==> src/rtl/data_port_arbiter.sv <==
// data_port_arbiter
//   Shares one fixed-latency RAM / memory-mapped data port between two masters:
//   master 0 (CPU data side) and master 1 (DMA / debug loader).
//   Round-robin arbitration with an optional bounded bus lock, and read-return
//   sequencing that routes slave read data back to the master that issued it.
//
// Ports
//   clk, reset                     clock (rising edge), async active-low reset
//   m*_req / m*_lock               request, ask to keep ownership
//   m*_we / m*_addr / m*_wdata     byte write enables (0 = read), address, data
//   m*_gnt                         access accepted this cycle (combinational)
//   m*_rvalid / m*_rdata           one-cycle read-return pulse and held read data
//   enable / write / DATA_address / DATA_out   slave strobe, byte enables, addr, wdata
//   DATA_in                        slave read data, valid RD_LATENCY cycles after grant
module data_port_arbiter #(
  parameter int RD_LATENCY = 1,
  parameter int LOCK_MAX   = 16
) (
  input  logic        clk,
  input  logic        reset,
  input  logic        m0_req,
  input  logic        m1_req,
  input  logic        m0_lock,
  input  logic        m1_lock,
  input  logic [3:0]  m0_we,
  input  logic [3:0]  m1_we,
  input  logic [31:0] m0_addr,
  input  logic [31:0] m1_addr,
  input  logic [31:0] m0_wdata,
  input  logic [31:0] m1_wdata,
  output logic        m0_gnt,
  output logic        m1_gnt,
  output logic        m0_rvalid,
  output logic        m1_rvalid,
  output logic [31:0] m0_rdata,
  output logic [31:0] m1_rdata,
  output logic        enable,
  output logic [3:0]  write,
  output logic [31:0] DATA_address,
  output logic [31:0] DATA_out,
  input  logic [31:0] DATA_in
);

  localparam int LCW = $clog2(LOCK_MAX + 1);
  localparam logic [LCW-1:0] LOCK_MAX_C = LCW'(LOCK_MAX);
  localparam logic [LCW-1:0] LOCK_ONE_C = {{(LCW-1){1'b0}}, 1'b1};
  localparam logic [2:0]     RD_LAT_C   = 3'(RD_LATENCY);

  typedef enum logic [0:0] {
    ST_IDLE    = 1'b0,
    ST_WAIT_RD = 1'b1
  } state_e;

  state_e          state_q, state_d;
  logic            last_grant_q, last_grant_d;
  logic [LCW-1:0]  lock_cnt_q, lock_cnt_d;
  logic [2:0]      rd_cnt_q, rd_cnt_d;
  logic            rd_owner_q, rd_owner_d;
  logic            m0_rvalid_q, m0_rvalid_d;
  logic            m1_rvalid_q, m1_rvalid_d;
  logic [31:0]     m0_rdata_q, m0_rdata_d;
  logic [31:0]     m1_rdata_q, m1_rdata_d;

  logic            win_valid_s;
  logic            win_s;
  logic            owner_lock_s;
  logic            win_lock_s;
  logic [3:0]      win_we_s;
  logic [31:0]     win_addr_s;
  logic [31:0]     win_wdata_s;

  // Winner selection; gated by reset so no grant leaks out while held in reset.
  always_comb begin
    win_valid_s  = 1'b0;
    win_s        = 1'b0;
    owner_lock_s = last_grant_q ? m1_lock : m0_lock;
    if (reset && (state_q == ST_IDLE)) begin
      if (m0_req && m1_req) begin
        win_valid_s = 1'b1;
        // The owner keeps the bus only while locked and under the lock budget.
        if (owner_lock_s && (lock_cnt_q < LOCK_MAX_C)) begin
          win_s = last_grant_q;
        end else begin
          win_s = ~last_grant_q;
        end
      end else if (m0_req) begin
        win_valid_s = 1'b1;
        win_s       = 1'b0;
      end else if (m1_req) begin
        win_valid_s = 1'b1;
        win_s       = 1'b1;
      end else begin
        win_valid_s = 1'b0;
      end
    end else begin
      win_valid_s = 1'b0;
    end
  end

  // Mux the winning master's access attributes.
  always_comb begin
    win_lock_s  = win_s ? m1_lock  : m0_lock;
    win_we_s    = win_s ? m1_we    : m0_we;
    win_addr_s  = win_s ? m1_addr  : m0_addr;
    win_wdata_s = win_s ? m1_wdata : m0_wdata;
  end

  assign m0_gnt       = win_valid_s & ~win_s;
  assign m1_gnt       = win_valid_s &  win_s;
  assign enable       = win_valid_s;
  assign write        = win_valid_s ? win_we_s    : 4'h0;
  assign DATA_address = win_valid_s ? win_addr_s  : 32'h0000_0000;
  assign DATA_out     = win_valid_s ? win_wdata_s : 32'h0000_0000;
  assign m0_rvalid    = m0_rvalid_q;
  assign m1_rvalid    = m1_rvalid_q;
  assign m0_rdata     = m0_rdata_q;
  assign m1_rdata     = m1_rdata_q;

  // Next-state: lock bookkeeping on grants, read-return sequencing.
  always_comb begin
    state_d      = state_q;
    last_grant_d = last_grant_q;
    lock_cnt_d   = lock_cnt_q;
    rd_cnt_d     = rd_cnt_q;
    rd_owner_d   = rd_owner_q;
    m0_rvalid_d  = 1'b0;
    m1_rvalid_d  = 1'b0;
    m0_rdata_d   = m0_rdata_q;
    m1_rdata_d   = m1_rdata_q;

    if (win_valid_s) begin
      last_grant_d = win_s;
      if ((win_s == last_grant_q) && win_lock_s) begin
        lock_cnt_d = (lock_cnt_q == LOCK_MAX_C) ? LOCK_MAX_C : (lock_cnt_q + LOCK_ONE_C);
      end else if (win_lock_s) begin
        lock_cnt_d = LOCK_ONE_C;
      end else begin
        lock_cnt_d = {LCW{1'b0}};
      end
    end else begin
      last_grant_d = last_grant_q;
    end

    case (state_q)
      ST_IDLE: begin
        if (win_valid_s && (win_we_s == 4'h0)) begin
          state_d    = ST_WAIT_RD;
          rd_cnt_d   = RD_LAT_C;
          rd_owner_d = win_s;
        end else begin
          state_d = ST_IDLE;
        end
      end
      ST_WAIT_RD: begin
        // Slave data is on DATA_in in the last counted cycle; rvalid follows.
        if (rd_cnt_q == 3'd1) begin
          state_d  = ST_IDLE;
          rd_cnt_d = 3'd0;
          if (rd_owner_q) begin
            m1_rvalid_d = 1'b1;
            m1_rdata_d  = DATA_in;
          end else begin
            m0_rvalid_d = 1'b1;
            m0_rdata_d  = DATA_in;
          end
        end else begin
          rd_cnt_d = rd_cnt_q - 3'd1;
        end
      end
      default: begin
        state_d = ST_IDLE;
      end
    endcase
  end

  // State and output registers.
  always_ff @(posedge clk or negedge reset) begin
    if (!reset) begin
      state_q      <= ST_IDLE;
      last_grant_q <= 1'b1;
      lock_cnt_q   <= {LCW{1'b0}};
      rd_cnt_q     <= 3'd0;
      rd_owner_q   <= 1'b0;
      m0_rvalid_q  <= 1'b0;
      m1_rvalid_q  <= 1'b0;
      m0_rdata_q   <= 32'h0000_0000;
      m1_rdata_q   <= 32'h0000_0000;
    end else begin
      state_q      <= state_d;
      last_grant_q <= last_grant_d;
      lock_cnt_q   <= lock_cnt_d;
      rd_cnt_q     <= rd_cnt_d;
      rd_owner_q   <= rd_owner_d;
      m0_rvalid_q  <= m0_rvalid_d;
      m1_rvalid_q  <= m1_rvalid_d;
      m0_rdata_q   <= m0_rdata_d;
      m1_rdata_q   <= m1_rdata_d;
    end
  end

endmodule

==> config.mk <==
export PLATFORM = sky130hd
export DESIGN_NAME = data_port_arbiter
export DESIGN_NICKNAME = d
export VERILOG_FILES = /design/src/rtl/data_port_arbiter.sv
export SDC_FILE = /design/constraint.sdc
export NUM_CORES = 1
export LEC_CHECK = 0
export ABC_AREA = 1
export BUFFER_PORTS_ARGS = -buffer_cell sky130_fd_sc_hd__buf_2
export CAP_MARGIN = 20
export CORE_AREA = 2 2 121 123
export CTS_BUF_LIST = sky130_fd_sc_hd__clkbuf_16
export DETAILED_ROUTE_END_ITERATION = 10
export DIE_AREA = 0 0 123 125
export HOLD_SLACK_MARGIN = 0.1
export SYNTH_ARGS = -nofsm -noshare
export SYNTH_HDL_FRONTEND = slang
export SYNTH_SLANG_ARGS = --single-unit
==> constraint.sdc <==
create_clock -name clk -period 2.9 [get_ports clk]
set_clock_uncertainty 0.1 [all_clocks]
set_input_delay 0.145 -clock clk [delete_from_list [all_inputs] [get_ports clk]]
set_output_delay 0.145 -clock clk [all_outputs]
set_load 0.02 [all_outputs]
==> metrics.log <==
INFO  metric status = finished, final reports clean
INFO  metric wirelength = ~16000 um
INFO  metric path_clk_slew = around 60 ps
INFO  metric fmax = about 380 MHz
INFO  metric setup_viol_count_final = 0
INFO  metric grt_antenna_before_repair = 12
INFO  metric design.die.area = between 0.015 and 0.02 mm^2
INFO  metric wire_length_of_the_first_global_routing_pass = about 23000 um
INFO  metric slew_viol_final = 0
INFO  metric path_delay_family = buffers and inverters
INFO  metric setup.worst_path.end_class = output pin
INFO  metric post_route_cells_drive_above_1_share = 0.460
INFO  metric yosysWarnings = 0
INFO  metric hold_viol_final = 0
INFO  metric period_share = 0.917
INFO  metric number_of_nets_produced_by_synthesis = between 600 and 700
INFO  metric stdcell_count = ~950
INFO  metric netlist_area = about 0.0038 mm^2
INFO  metric layout_min_cycle_time = 2660 ps
INFO  metric die-height = 125 um
INFO  metric p_leak = 0.00351 uW
INFO  metric path_cells = inv_1, nand2_2, nand3_4, nand2_2, inv_2, nor2_4, buf_6, a22o_1, buf_2
INFO  metric post-synth-top-area-cell = dfrtp_1
INFO  metric seq_area_frac_synth = 0.504
INFO  metric detailedRoute.firstPassIterationCount = 4
INFO  metric rsz0062_at_grt = no
INFO  metric routedWlPerCell = between 15 and 20 um
INFO  metric route.detailed.vias_per_inst = approximately 4.5
INFO  metric required_arrival_time_at_the_worst_endpoint = around 2700 ps
INFO  metric port-buffer-count = 310
INFO  metric ant_nets = 0
INFO  metric path_max_fanout = 63
INFO  metric critical_path_at = between 2000 and 2500 ps
INFO  metric clock_tree_from_tritoncts = done
INFO  metric maxCapViolCount = 0
INFO  metric timing.critical_path.from_type = flop
INFO  metric timing.setup.tns = 0 ps
INFO  metric postSynthRegisterBits = 77
INFO  metric number_of_clock_sinks_seen_by_cts = 77
INFO  metric max_slew.worst_pin.slew = roughly 950 ps
INFO  metric ir_worst_vdd = 0.568 mV
INFO  metric cts_buffer_depth = 2
INFO  metric grt_pass1_vias = 4294
INFO  metric hold_ws = 167 ps
INFO  metric detail_route.drc_violations = 0
INFO  metric layout.cells.most_common = buf_2
INFO  metric buffers_inverters_on_critical_path = 4
INFO  metric insertion_delay = between 300 and 400 ps
INFO  metric track_usage = 0.206
INFO  metric grt_start_max_net_pins = 78
INFO  metric crit_top_cell = nand2_2
INFO  metric clock-root-buffer = clkbuf_16
INFO  metric die_wd = roughly 120 um
INFO  metric dr_total_vias = roughly 4300
INFO  metric synthTopCellsByArea = dfrtp_1 (50%), a22o_1 (14%), o21ai_0 (9.4%)
INFO  metric num_rows = 44
INFO  metric worstHoldPathType = input pin to flop
INFO  metric cpPeakStageDelay = ~560 ps
INFO  metric syn_to_final_growth = 62.4%
INFO  metric overflow = 0
INFO  metric fin_nets = 936
INFO  metric worst-setup-path-type = flop to output pin
INFO  metric place.detailed.hpwl = 12900 um
INFO  metric synth.distinct_cells = 26
INFO  metric synth.top_cell.area_share = 0.497
INFO  metric postSynthCellCount = roughly 430
INFO  metric numCtsBuffers = 9
INFO  metric placed_cells_incl_taps = approximately 900
INFO  metric postSynthAreaPerCell = roughly 9.0 um^2
INFO  metric routabilityCongestion = ~0.85
INFO  metric cts-htree-levels = 3
INFO  metric floorplan.initialDensity = 0.269
INFO  metric layout_common_cells = buf_2 (309), nand2_1 (87), dfrtp_1 (76)
INFO  metric drt-initial-drc-count = ~210
INFO  metric p_per_area = 924 mW/mm^2
INFO  metric cp_slowest_cell = dfstp_2
INFO  metric core = roughly 0.014 mm^2
INFO  metric io_pins = 311
INFO  metric maxSlewHeadroom = 0.367
INFO  metric post_cts_buffers = 0
[cell families (layout without fill, tap and decap cells)]
| group | count (synthesis) | count (layout) | share of synthesized area |
|---|---|---|---|
| adder cells (fa/ha/maj) | 4 | 4 | 0.0131 |
| AO/OA/AOI/OAI | 140 | 140 | 0.244 |
| buffers and inverters | 73 | 411 | 0.0804 |
| other | 0 | 7 | 0 |
| AND/OR/NAND/NOR | 126 | 126 | 0.145 |
| flip-flops | 77 | 77 | 0.504 |
| XOR/XNOR | 5 | 5 | 0.0134 |
[state kept, by name (all words and copies together) (netlist names)]
signal / flops
last_grant_q: 1
lock_cnt_q: 5
m0_rdata: 32
m0_rvalid: 1
m1_rdata: 32
m1_rvalid: 1
rd_cnt_q: 3
rd_owner_q: 1
state_q: 1
[synth_stat cells, drive strengths merged]
| cell type | n |
|---|---|
| nand3 | 13 |
| nor3 | 1 |
| nor2 | 19 |
| ha | 4 |
| clkbuf | 12 |
| a21oi | 5 |
| o21ai | 73 |
| buf | 14 |
| xor2 | 5 |
| dfstp | 1 |
| a22o | 62 |
| inv | 47 |
| dfrtp | 76 |
| nand2 | 92 |
| or2 | 1 |
[where the power goes]
part	internal [uW]	leakage (uW)	total (uW)	switching, uW
clock network	767	0.000159	1240	471
logic	938	0.00250	2650	1720
registers	1580	0.000844	1850	274
[path summary, 6_finish.rpt]
kind / cells past startpoint / startpoint / slack, ps / endpoint
hold reg to reg: 2 / m1_rdata[9] / 380 / m1_rdata[9]
setup reg to reg: 9 / last_grant_q / 630 / lock_cnt_q[4]
min in group asynchronous: 3 / reset / 540 / m1_rdata[29]
setup / recovery: 9 / last_grant_q / 240 / DATA_address[7]
max in group asynchronous: 3 / reset / 1540 / m1_rdata[9]
hold / removal: 6 / m0_we[1] / 170 / rd_owner_q
[what timing repair did]
action,4_1_cts,5_1_grt
gates resized for setup,0,2
endpoints found under the setup margin,0,7
hold endpoints to repair,140,0
hold buffers,33,0
[per-layer routing]
metal	vias up	global-route usage	part of all wire
met3	28	0.0908	0.12
met4	8	0.0842	0.025
met1	1947	0.207	0.35
met5	-	0	0.0033
li1	2103	-	-
met2	215	0.365	0.50
[through the flow]
step	area [um^2]	total power [uW]	util	worst slack, ps
3_5_place_dp	5530	4480	0.389	453
2_1_floorplan	3830	3460	-	1090
6_report	6220	5740	0.438	239
4_1_cts	6190	5770	0.436	86.9
5_1_grt	6210	6140	0.437	95.0
3_3_place_gp	5530	4450	0.389	452
[worst register-to-register path: cells and delay by family (launching register included)]
kind                   cells  cell delay (ps)
flip-flops                 1              560
buffers and inverters      2              540
AO/OA/AOI/OAI              2              340
AND/OR/NAND/NOR            5              630
[cell type report]
type	instances	area, um^2
fillers	1446	7990
repair buffers	348	1940
flip-flops and latches	77	1930
clock buffers	9	225
inverters	47	176
well taps	184	230
multi-input cells	275	1590
clock inverters	7	105
diodes	7	17.5
Power figures use the tool's default switching activity.
